### config.mk
export PLATFORM = sky130hd
export DESIGN_NAME = prog_loader
export DESIGN_NICKNAME = d
export VERILOG_FILES = /design/src/rtl/prog_loader_pkg.sv /design/src/rtl/loader_timeout.sv /design/src/rtl/prog_loader.sv
export SDC_FILE = /design/constraint.sdc
export NUM_CORES = 1
export LEC_CHECK = 0
export BUFFER_PORTS_ARGS = -buffer_cell sky130_fd_sc_hd__buf_2
export CAP_MARGIN = 20
export CORE_MARGIN = 8
export CORE_UTILIZATION = 40
export DETAILED_ROUTE_END_ITERATION = 8
export PLACE_DENSITY = 0.64
export SLEW_MARGIN = 20
export SYNTH_ARGS = -nofsm -noshare
export SYNTH_HDL_FRONTEND = slang
export SYNTH_SLANG_ARGS = --single-unit
### constraint.sdc
create_clock -name clk -period 5.73 [get_ports clk]
set_input_delay 0 -clock clk [delete_from_list [all_inputs] [get_ports clk]]
set_output_delay 0 -clock clk [all_outputs]
set_load 0.1 [all_outputs]
### src/rtl/prog_loader_pkg.sv
// Shared types and stream-format constants for the program loader.
package prog_loader_pkg;

  // Loader FSM states.
  typedef enum logic [2:0] {
    StIdle,
    StHdr,
    StHi,
    StLo,
    StWrite,
    StDone,
    StErr
  } state_e;

  // Stream format: one header byte holding (word count - 1), then each word
  // as two bytes with the high byte sent first.
  localparam int unsigned ByteW        = 8;
  localparam int unsigned BytesPerWord = 2;
  localparam int unsigned HdrBias      = 1;
  localparam bit          HiByteFirst  = 1'b1;

  // Idle budget between bytes once a load has started (0 disables it).
  localparam int unsigned DefaultTimeout = 1000000;
  localparam int unsigned DefaultTmoW    = 20;

  // Combine two stream bytes, in arrival order, into an instruction word.
  function automatic logic [BytesPerWord*ByteW-1:0] assemble_word(
    input logic [ByteW-1:0] first,
    input logic [ByteW-1:0] second
  );
    return HiByteFirst ? {first, second} : {second, first};
  endfunction

endpackage

### src/rtl/loader_timeout.sv
// Idle-cycle counter for the loader: cleared by clr, counts while en is high
// and flags expiry once it reaches TIMEOUT-1. TIMEOUT of 0 never expires.
module loader_timeout #(
  parameter int unsigned TIMEOUT = 1000000,
  parameter int unsigned TMO_W   = 20
) (
  input  logic clk,
  input  logic rst,
  input  logic clr,
  input  logic en,
  output logic expired
);

  localparam logic [TMO_W-1:0] Limit = (TIMEOUT == 0) ? '0 : TMO_W'(TIMEOUT - 1);

  logic [TMO_W-1:0] cnt_q, cnt_d;

  // Expiry only matters while a load is active.
  always_comb begin
    expired = (TIMEOUT != 0) && en && (cnt_q == Limit);
  end

  // Next count: clear wins, then saturating increment.
  always_comb begin
    cnt_d = cnt_q;
    if (clr) begin
      cnt_d = '0;
    end else if (en && !expired) begin
      cnt_d = cnt_q + TMO_W'(1);
    end
  end

  // Counter register.
  always_ff @(posedge clk) begin
    if (rst) begin
      cnt_q <= '0;
    end else begin
      cnt_q <= cnt_d;
    end
  end

endmodule

### src/rtl/prog_loader.sv
// Boot/program-load controller: assembles a byte stream into 16-bit words,
// writes them to instruction memory from address 0 and holds the CPU until
// the load completes.
module prog_loader
  import prog_loader_pkg::*;
#(
  parameter int unsigned ADDR_W  = 8,
  parameter int unsigned DATA_W  = 16,
  parameter int unsigned TIMEOUT = DefaultTimeout,
  parameter int unsigned TMO_W   = DefaultTmoW
) (
  input  logic              clk,
  input  logic              rst,
  input  logic              start,
  input  logic [7:0]        byte_in,
  input  logic              byte_valid,
  output logic              byte_ready,
  output logic [ADDR_W-1:0] im_addr,
  output logic [DATA_W-1:0] im_data,
  output logic              im_we,
  output logic              cpu_hold,
  output logic              busy,
  output logic              done,
  output logic              error,
  output logic [ADDR_W:0]   words_loaded
);

  state_e state_q, state_d;

  logic              byte_ready_q, byte_ready_d;
  logic              im_we_q, im_we_d;
  logic              cpu_hold_q, cpu_hold_d;
  logic              busy_q, busy_d;
  logic              done_q, done_d;
  logic              error_q, error_d;

  logic [ADDR_W-1:0] cnt_q;
  logic [ADDR_W-1:0] idx_q;
  logic [7:0]        hi_q;
  logic [ADDR_W-1:0] im_addr_q;
  logic [DATA_W-1:0] im_data_q;
  logic [ADDR_W:0]   words_q;

  logic accept;
  logic tmo_clr;
  logic tmo_en;
  logic expired;

  assign accept = byte_valid && byte_ready_q;

  // Counter is parked at zero outside a load and restarts on every accepted
  // byte. It also runs through WRITE so the budget spans accept to accept.
  assign tmo_clr = accept || (state_q == StIdle) || (state_q == StDone) || (state_q == StErr);
  assign tmo_en  = (state_q == StHdr) || (state_q == StHi) || (state_q == StLo) ||
                   (state_q == StWrite);

  loader_timeout #(
    .TIMEOUT (TIMEOUT),
    .TMO_W   (TMO_W)
  ) u_timeout (
    .clk     (clk),
    .rst     (rst),
    .clr     (tmo_clr),
    .en      (tmo_en),
    .expired (expired)
  );

  // State and registered-output register.
  always_ff @(posedge clk) begin
    if (rst) begin
      state_q      <= StIdle;
      byte_ready_q <= 1'b0;
      im_we_q      <= 1'b0;
      cpu_hold_q   <= 1'b1;
      busy_q       <= 1'b0;
      done_q       <= 1'b0;
      error_q      <= 1'b0;
    end else begin
      state_q      <= state_d;
      byte_ready_q <= byte_ready_d;
      im_we_q      <= im_we_d;
      cpu_hold_q   <= cpu_hold_d;
      busy_q       <= busy_d;
      done_q       <= done_d;
      error_q      <= error_d;
    end
  end

  // Next-state logic; an accept in the expiry cycle takes priority.
  always_comb begin
    state_d = state_q;
    unique case (state_q)
      StIdle, StDone, StErr: begin
        if (start) state_d = StHdr;
      end
      StHdr: begin
        if (accept)       state_d = StHi;
        else if (expired) state_d = StErr;
      end
      StHi: begin
        if (accept)       state_d = StLo;
        else if (expired) state_d = StErr;
      end
      StLo: begin
        if (accept)       state_d = StWrite;
        else if (expired) state_d = StErr;
      end
      StWrite: begin
        state_d = (idx_q == cnt_q) ? StDone : StHi;
      end
      default: state_d = StIdle;
    endcase
  end

  // Output decode from the next state, so outputs are registered with it.
  always_comb begin
    byte_ready_d = 1'b0;
    im_we_d      = 1'b0;
    cpu_hold_d   = 1'b1;
    busy_d       = 1'b0;
    done_d       = 1'b0;
    error_d      = 1'b0;
    unique case (state_d)
      StHdr, StHi, StLo: begin
        byte_ready_d = 1'b1;
        busy_d       = 1'b1;
      end
      StWrite: begin
        im_we_d = 1'b1;
        busy_d  = 1'b1;
      end
      StDone: begin
        done_d     = 1'b1;
        cpu_hold_d = 1'b0;
      end
      StErr: begin
        error_d = 1'b1;
      end
      default: ;
    endcase
  end

  // Word assembly, address generation and word count.
  always_ff @(posedge clk) begin
    if (rst) begin
      cnt_q     <= '0;
      idx_q     <= '0;
      hi_q      <= '0;
      im_addr_q <= '0;
      im_data_q <= '0;
      words_q   <= '0;
    end else begin
      unique case (state_q)
        StIdle, StDone, StErr: begin
          if (start) words_q <= '0;
        end
        StHdr: begin
          if (accept) begin
            cnt_q <= ADDR_W'(byte_in);
            idx_q <= '0;
          end
        end
        StHi: begin
          if (accept) hi_q <= byte_in;
        end
        StLo: begin
          if (accept) begin
            im_data_q <= DATA_W'(assemble_word(hi_q, byte_in));
            im_addr_q <= idx_q;
          end
        end
        StWrite: begin
          words_q <= (ADDR_W + 1)'(idx_q) + (ADDR_W + 1)'(1);
          // Final word leaves idx at the last address, so N=256 never wraps.
          if (idx_q != cnt_q) idx_q <= idx_q + ADDR_W'(1);
        end
        default: ;
      endcase
    end
  end

  assign byte_ready   = byte_ready_q;
  assign im_we        = im_we_q;
  assign cpu_hold     = cpu_hold_q;
  assign busy         = busy_q;
  assign done         = done_q;
  assign error        = error_q;
  assign im_addr      = im_addr_q;
  assign im_data      = im_data_q;
  assign words_loaded = words_q;

endmodule
== Word-level counts from Yosys, hierarchy flattened ==
Index checks and enable logic that the tools add are counted.
Operators by class
  $add $sub $neg: 3
  multipliers: 0
  divide/modulo/power cells: 0
  order comparisons: 0
  eq/ne operators: 18
  shift operators: 0
  multiplexer cells: 18
  bitwise gates (word level): 0
  reduce and logical (&&, ||, !) cells: 22
Operators with widths (count)
  $add A20 B1 Y20 const B: 1
  $eq A20 B20 Y1 const B: 1
  $eq A3 B3 Y1 const B: 6
  $mux W3: 6
  $pmux W9 S2: 1
  $mux W8: 2
  $pmux W8 S2: 1
  $pmux W3 S5: 1
  $eq A3 B2 Y1 const B: 4
  $add A8 B1 Y9 const B: 1
  $mux W9: 1
  $add A8 B1 Y8 const B: 1
  $eq A8 B8 Y1: 1
  $ne A8 B8 Y1: 1
  $reduce_and A2 Y1: 4
  $eq A3 B1 Y1 const B: 2
  $logic_or A1 B1 Y1: 6
  $mux W1: 6
  $reduce_or A3 Y1: 2
  $ne A2 B2 Y1 const B: 2
  $reduce_bool A2 Y1: 2
  $reduce_or A4 Y1: 1
  $logic_and A1 B1 Y1: 3
  $logic_not A3 Y1: 1
  4 further kinds: 4
Word-level totals
  register bits after elaboration: 86
  latch bits: 0
  RAM bits: 0
  memory bits (read-only): 0
  output and inout port bits: 39
  memories: 0

== Logic depth before layout (Yosys ltp) ==
  depth after elaboration: 11
  gate-level depth with buffers: 8
  depth with buffers taken out: 6

== Hierarchy ==
From an unflattened synthesis, not the netlist that was laid out.
Unflattened totals
  cells, all modules: 485
  area, all modules: 3996.3 um2
Modules (own cells, without submodules)
  prog_loader: times used 1, cells an instance 369, area an instance 2996.6 um2, sequential area each 1321.3 um2
  loader_timeout: times used 1, cells an instance 116, area an instance 999.7 um2, sequential area each 400.4 um2

== Least setup slack after synthesis ==
No wires, ideal clock.
  path type: reg2reg
  start point: reg byte_ready_q, in the netlist byte_ready
  end point: reg hi_q[0]
  library setup time: 0.128 ns
  data arrival time: 2.187 ns
  required time: 5.602 ns
  setup slack: 3.416 ns
  cell stages (with the launch flop): 6
  path buffers: 1
  clock period less this slack: 2.314 ns
  cell sequence: dfxtp_1 > nand3b_1 > nor3b_1 > buf_1 > mux2i_1 > nor2_1
On the way
  word-level cells in the longest chain between the ends: 2
Ends and longest elaborated chain
  start: declaration: line prog_loader.sv:30  | logic byte_ready_q, byte_ready_d;
  start signal: assignment: line prog_loader.sv:80  | byte_ready_q <= byte_ready_d;
  $logic_and A1 B1 Y1: line prog_loader.sv:49  | assign accept = byte_valid && byte_ready_q;
  $reduce_and A2 Y1 (no source line)
  end signal: assignment: line prog_loader.sv:164  | if (accept) hi_q <= byte_in;
  end: declaration: line prog_loader.sv:39  | logic [7:0] hi_q;
No other way between the ends.
A chain may end at the register's enable or synchronous reset.

== Worst setup path after layout ==
  start point: reg u_timeout.cnt_q[6]
  end point: reg u_timeout.cnt_q[15]
On the way
  word-level cells in the longest chain between the ends: 4
Ends and longest elaborated chain
  start: declaration: line loader_timeout.sv:16  | logic [TMO_W-1:0] cnt_q, cnt_d;
  start signal: assignment: line loader_timeout.sv:38  | cnt_q <= cnt_d;
  branches (longest 4 deep; another with $add A20 B1 Y20)
Parallel ways; which one is timed is not known.

==> summary.txt <==
Timing
  – Slew of the pin with the lowest slew margin: around 770 ps
  – Max-slew violations: 0
  – RSZ-0062 raised after global routing: false
  – Final worst-path cycle share: 0.4456
  – Setup TNS: 0 ps
  – Post-layout worst setup margin: roughly 3200 ps
  – Relative slew margins: 0.4803
  – Worst hold margin: 84.89 ps
  – Timing-limited maximum frequency: 0.3917 GHz
  – Hold violation count in the final report: 0
  – Worst setup skew after layout: 12.77 ps
  – Final setup vio count: 0
  – Time the final worst path needs with I/O delays and setup: 2553 ps

Logic synthesis
  – Post-Syn Instances: around 460
  – Netlist area before placement: 3814 µm²
  – Share of the yosys chip area belonging to registers: 0.4514
  – Warnings, synthesis: 0
  – Net count after synthesis: 473
  – Share of synthesized flip-flops with an asynchronous set or reset: 0
  – Synth cell types: 55
  – Synthesis-stage register bit count: 86
  – Average cell area after synthesis: 8.309 µm²
  – Number of synthesized flops with an enable pin: 0
  – Synth Flop Type: sky130_fd_sc_hd__dfxtp_1

Setup path
  – Critical path class: reg -> reg
  – Setup crit end kind: register
  – CP startpoint: u_timeout.cnt_q[6]
  – Required time of the critical path: 5980 ps
  – Reg2Reg Launch Point: u_timeout.cnt_q[6]
  – Cell with the biggest individual delay on the critical path: sky130_fd_sc_hd__nor4_4
  – Capturing point of the worst reg2reg path: u_timeout.cnt_q[15]
  – Slowest cell delay on critical path: 730 ps
  – Crit-path cells: or4_4, nor4_4, a2111oi_2, nand4_1, mux2_2
  – Setup crit end: u_timeout.cnt_q[15]
  – Highest net fanout along the worst path: 15
  – Data arrival time of the critical path: 2810 ps
  – Number of cells on the worst reg-to-reg path: 5
  – Worst Setup Start Kind: register
  – Setup slack of the worst register-to-register path: 3180 ps

Clock tree
  – Deepest clock path buffer count: 2
  – CTS sink cnt: 86
  – Cts hold-fix bufs: 8
  – Cell at the root of the clock tree: sky130_fd_sc_hd__clkbuf_8
  – Count of buffers added by post-CTS timing repair for setup: 0
  – Clock network latency to the later pin of the worst-skew pair: 360 ps
  – Post_cts resized: 0
  – Clock transition at the registers of the reported paths: 90 ps
  – TritonCTS clock tree: yes
  – Number of buffers added by the clock tree synthesis step: 9
  – H-tree level count: 3

Finish
  – Layout Area Growth over Synthesis: 16.14%
  – # diodes: 0
  – Core occupancy in the finished layout: 0.4794
  – Net count of the finished layout: between 500 and 600
  – Ratio of cells with drive above 1 in the final layout: 0.1640

Hold path
  – Min-Delay Path Class: in -> reg

Placement
  – Sum of net half-perimeters after detailed placement: 6.127 mm
  – Port Buf Inserts: 50
  – Pre-CTS setup slack: about 3200 ps
  – GP Congestion: 0.7882

Routing
  – First-iteration detailed-routing DRC count: 156
  – Final antenna-violating net count: 0
  – Detailed-router iteration count before antenna repair: 4
  – Routed vias: 3,298
  – Post-Route WL: just over 9 mm
  – Routed vias/inst: roughly 5.2
  – DRC violation count after routing: 0
  – Mean routed wirelength per cell: ~14 µm

Die
  – Floorplan Core Area: 9240 µm²
  – I/O pin cnt: between 50 and 60
  – Chip height: 113.6 µm
  – Die area: 12,910 µm²
  – Chip Width: 113.6 µm
  – Cell Rows: 35
  – Effective utilization at floorplan: 0.4127

Global routing
  – Wire length of the first global-routing pass: 15.56 mm
  – Antenna violations before repair: 0
  – Maximum number of pins on one net before global-route repair: 68
  – Grt total ovfl: 0
  – GRT Overall Usage: 0.1472
  – Vias in the first global route: about 3,200

Run status
  – Outcome: finished, final reports clean

Flow run
  – Count of maximum capacitance violations: 0

Power and ir drop
  – Worst vdd ir: 0.1521 mV
  – Power per cell area: 255.6 nW/µm²
  – LEAKAGE: 1.592 nW
cell usage after synthesis (2+ instances only):
library cell	number	area, µm²
sky130_fd_sc_hd__o2111ai_1	2	17.52
sky130_fd_sc_hd__inv_1	9	33.78
sky130_fd_sc_hd__a21o_1	5	37.54
sky130_fd_sc_hd__nand3_1	13	65.06
sky130_fd_sc_hd__buf_2	2	10.01
sky130_fd_sc_hd__ha_1	2	25.02
sky130_fd_sc_hd__mux2i_1	9	90.09
sky130_fd_sc_hd__xor2_1	11	96.34
sky130_fd_sc_hd__o21a_1	2	15.01
sky130_fd_sc_hd__xnor2_1	11	96.34
sky130_fd_sc_hd__nand2b_1	3	18.77
sky130_fd_sc_hd__or3_1	8	50.05
sky130_fd_sc_hd__nor3_1	9	45.04
sky130_fd_sc_hd__nand3b_1	2	15.01
sky130_fd_sc_hd__and2_1	5	31.28
sky130_fd_sc_hd__dfxtp_1	86	1722
sky130_fd_sc_hd__o21ai_0	8	40.04
sky130_fd_sc_hd__nand4_1	11	68.82
sky130_fd_sc_hd__a211o_1	2	17.52
sky130_fd_sc_hd__mux2_2	2	22.52
sky130_fd_sc_hd__nand4b_1	3	26.28
sky130_fd_sc_hd__or2_2	2	12.51
sky130_fd_sc_hd__and4_1	6	52.55
sky130_fd_sc_hd__a21oi_1	55	275.3
sky130_fd_sc_hd__nor2_1	39	146.4
sky130_fd_sc_hd__o31ai_1	2	15.01
sky130_fd_sc_hd__and3_1	2	12.51
sky130_fd_sc_hd__nor4_1	3	18.77
sky130_fd_sc_hd__a31oi_1	2	12.51
sky130_fd_sc_hd__a2bb2oi_1	2	17.52
sky130_fd_sc_hd__nand2_1	83	311.6
sky130_fd_sc_hd__clkbuf_1	28	105.1
sky130_fd_sc_hd__a211oi_1	3	22.52
sky130_fd_sc_hd__a31o_2	2	17.52
sky130_fd_sc_hd__a22oi_1	2	15.01
sky130_fd_sc_hd__nor3b_1	3	22.52
sky130_fd_sc_hd__or3b_2	2	17.52
worst min path at each step:
| stage | from | to | slack, ps | cells past startpoint |
|---|---|---|---|---|
| finish | start | done | 80 | 3 |
| global route | start | done | 100 | 3 |
| CTS | start | done | 70 | 3 |
| detailed placement | byte_in[5] | im_data[5] | 280 | 3 |
| global placement | byte_in[5] | im_data[5] | 270 | 3 |
| floorplan | byte_in[0] | cnt_q[0] | 140 | 2 |
registers in the layout, summed over array words and instances (netlist names):
| register | flops |
|---|---|
| hi_q | 8 |
| im_data | 16 |
| state_q | 3 |
| byte_ready | 1 |
| done | 1 |
| idx_q | 8 |
| u_timeout.cnt_q | 20 |
| error | 1 |
| cpu_hold | 1 |
| words_loaded | 9 |
| im_addr | 8 |
| cnt_q | 8 |
| busy | 1 |
| im_we | 1 |
worst max-delay path: cells and delay by family (launching register included):
family	cells	cell delay, ps
muxes	1	340
AOI/OAI and AO/OA	1	260
and+or+nand+nor	3	1460
DFF	1	380
cell families (layout without fill, tap and decap cells):
group	after synthesis	after routing	share of synthesized area
AND/OR/NAND/NOR	201	201	0.2602
multiplexers	11	11	0.02953
buffers and inverters	40	87	0.04002
AO/OA/AOI/OAI	96	96	0.1591
adder cells (fa/ha/maj)	3	3	0.009185
flip-flops	86	86	0.4514
XOR/XNOR	22	22	0.05052
cell type report:
type                       instances  area (µm²)
fill                             922        4811
timing repair buffer              62       360.3
inverter                           9       33.78
clock inverter                     7       88.84
sequential                        86        1722
clock buffer                       9       123.9
multi-input combinational        333        1939
tap                              129       161.4
where the power goes:
group / switching [W] / internal (W) / total [W]
logic: 0.0000498 / 0.0000220 / 0.0000719
clock network: 0.000240 / 0.000211 / 0.000451
registers: 0.00000716 / 0.000602 / 0.000609
total: 0.000297 / 0.000835 / 0.00113
cell usage in the layout (no fill, tap or decap), types with 4 or more instances in the layout:
cell type / instances
sky130_fd_sc_hd__buf_4: 4
sky130_fd_sc_hd__a21oi_1: 55
sky130_fd_sc_hd__clkbuf_8: 9
sky130_fd_sc_hd__and4_1: 6
sky130_fd_sc_hd__nor3_1: 9
sky130_fd_sc_hd__a21o_1: 5
sky130_fd_sc_hd__xor2_1: 11
sky130_fd_sc_hd__o21ai_0: 8
sky130_fd_sc_hd__dlygate4sd3_1: 8
sky130_fd_sc_hd__xnor2_1: 11
sky130_fd_sc_hd__dfxtp_1: 86
sky130_fd_sc_hd__inv_1: 9
sky130_fd_sc_hd__inv_6: 4
sky130_fd_sc_hd__nor2_1: 39
sky130_fd_sc_hd__nand4_1: 11
sky130_fd_sc_hd__nand2_1: 83
sky130_fd_sc_hd__and2_1: 5
sky130_fd_sc_hd__mux2i_1: 9
sky130_fd_sc_hd__nand3_1: 13
sky130_fd_sc_hd__buf_2: 50
sky130_fd_sc_hd__or3_1: 8
layer usage:
metal  global-route usage  vias up  wire length [µm]
met5                    0        -                 0
met4              0.06128        0               140
met3              0.03698       10               459
met2               0.2252       68              4090
met1               0.1924     1539              4413
li1                     -     1681                 -
per-stage QoR:
stage                     std cells  instance area (µm²)   power, W
after floorplan                 459                 3814  0.0006722
after global placement          611                 4136  0.0006895
after detailed placement        611                 4136  0.0006904
after CTS                       635                 4429   0.001144
after global routing            635                 4429   0.001180
final                           635                 4429   0.001132
Note: power is estimated with default switching activity, not from simulation.
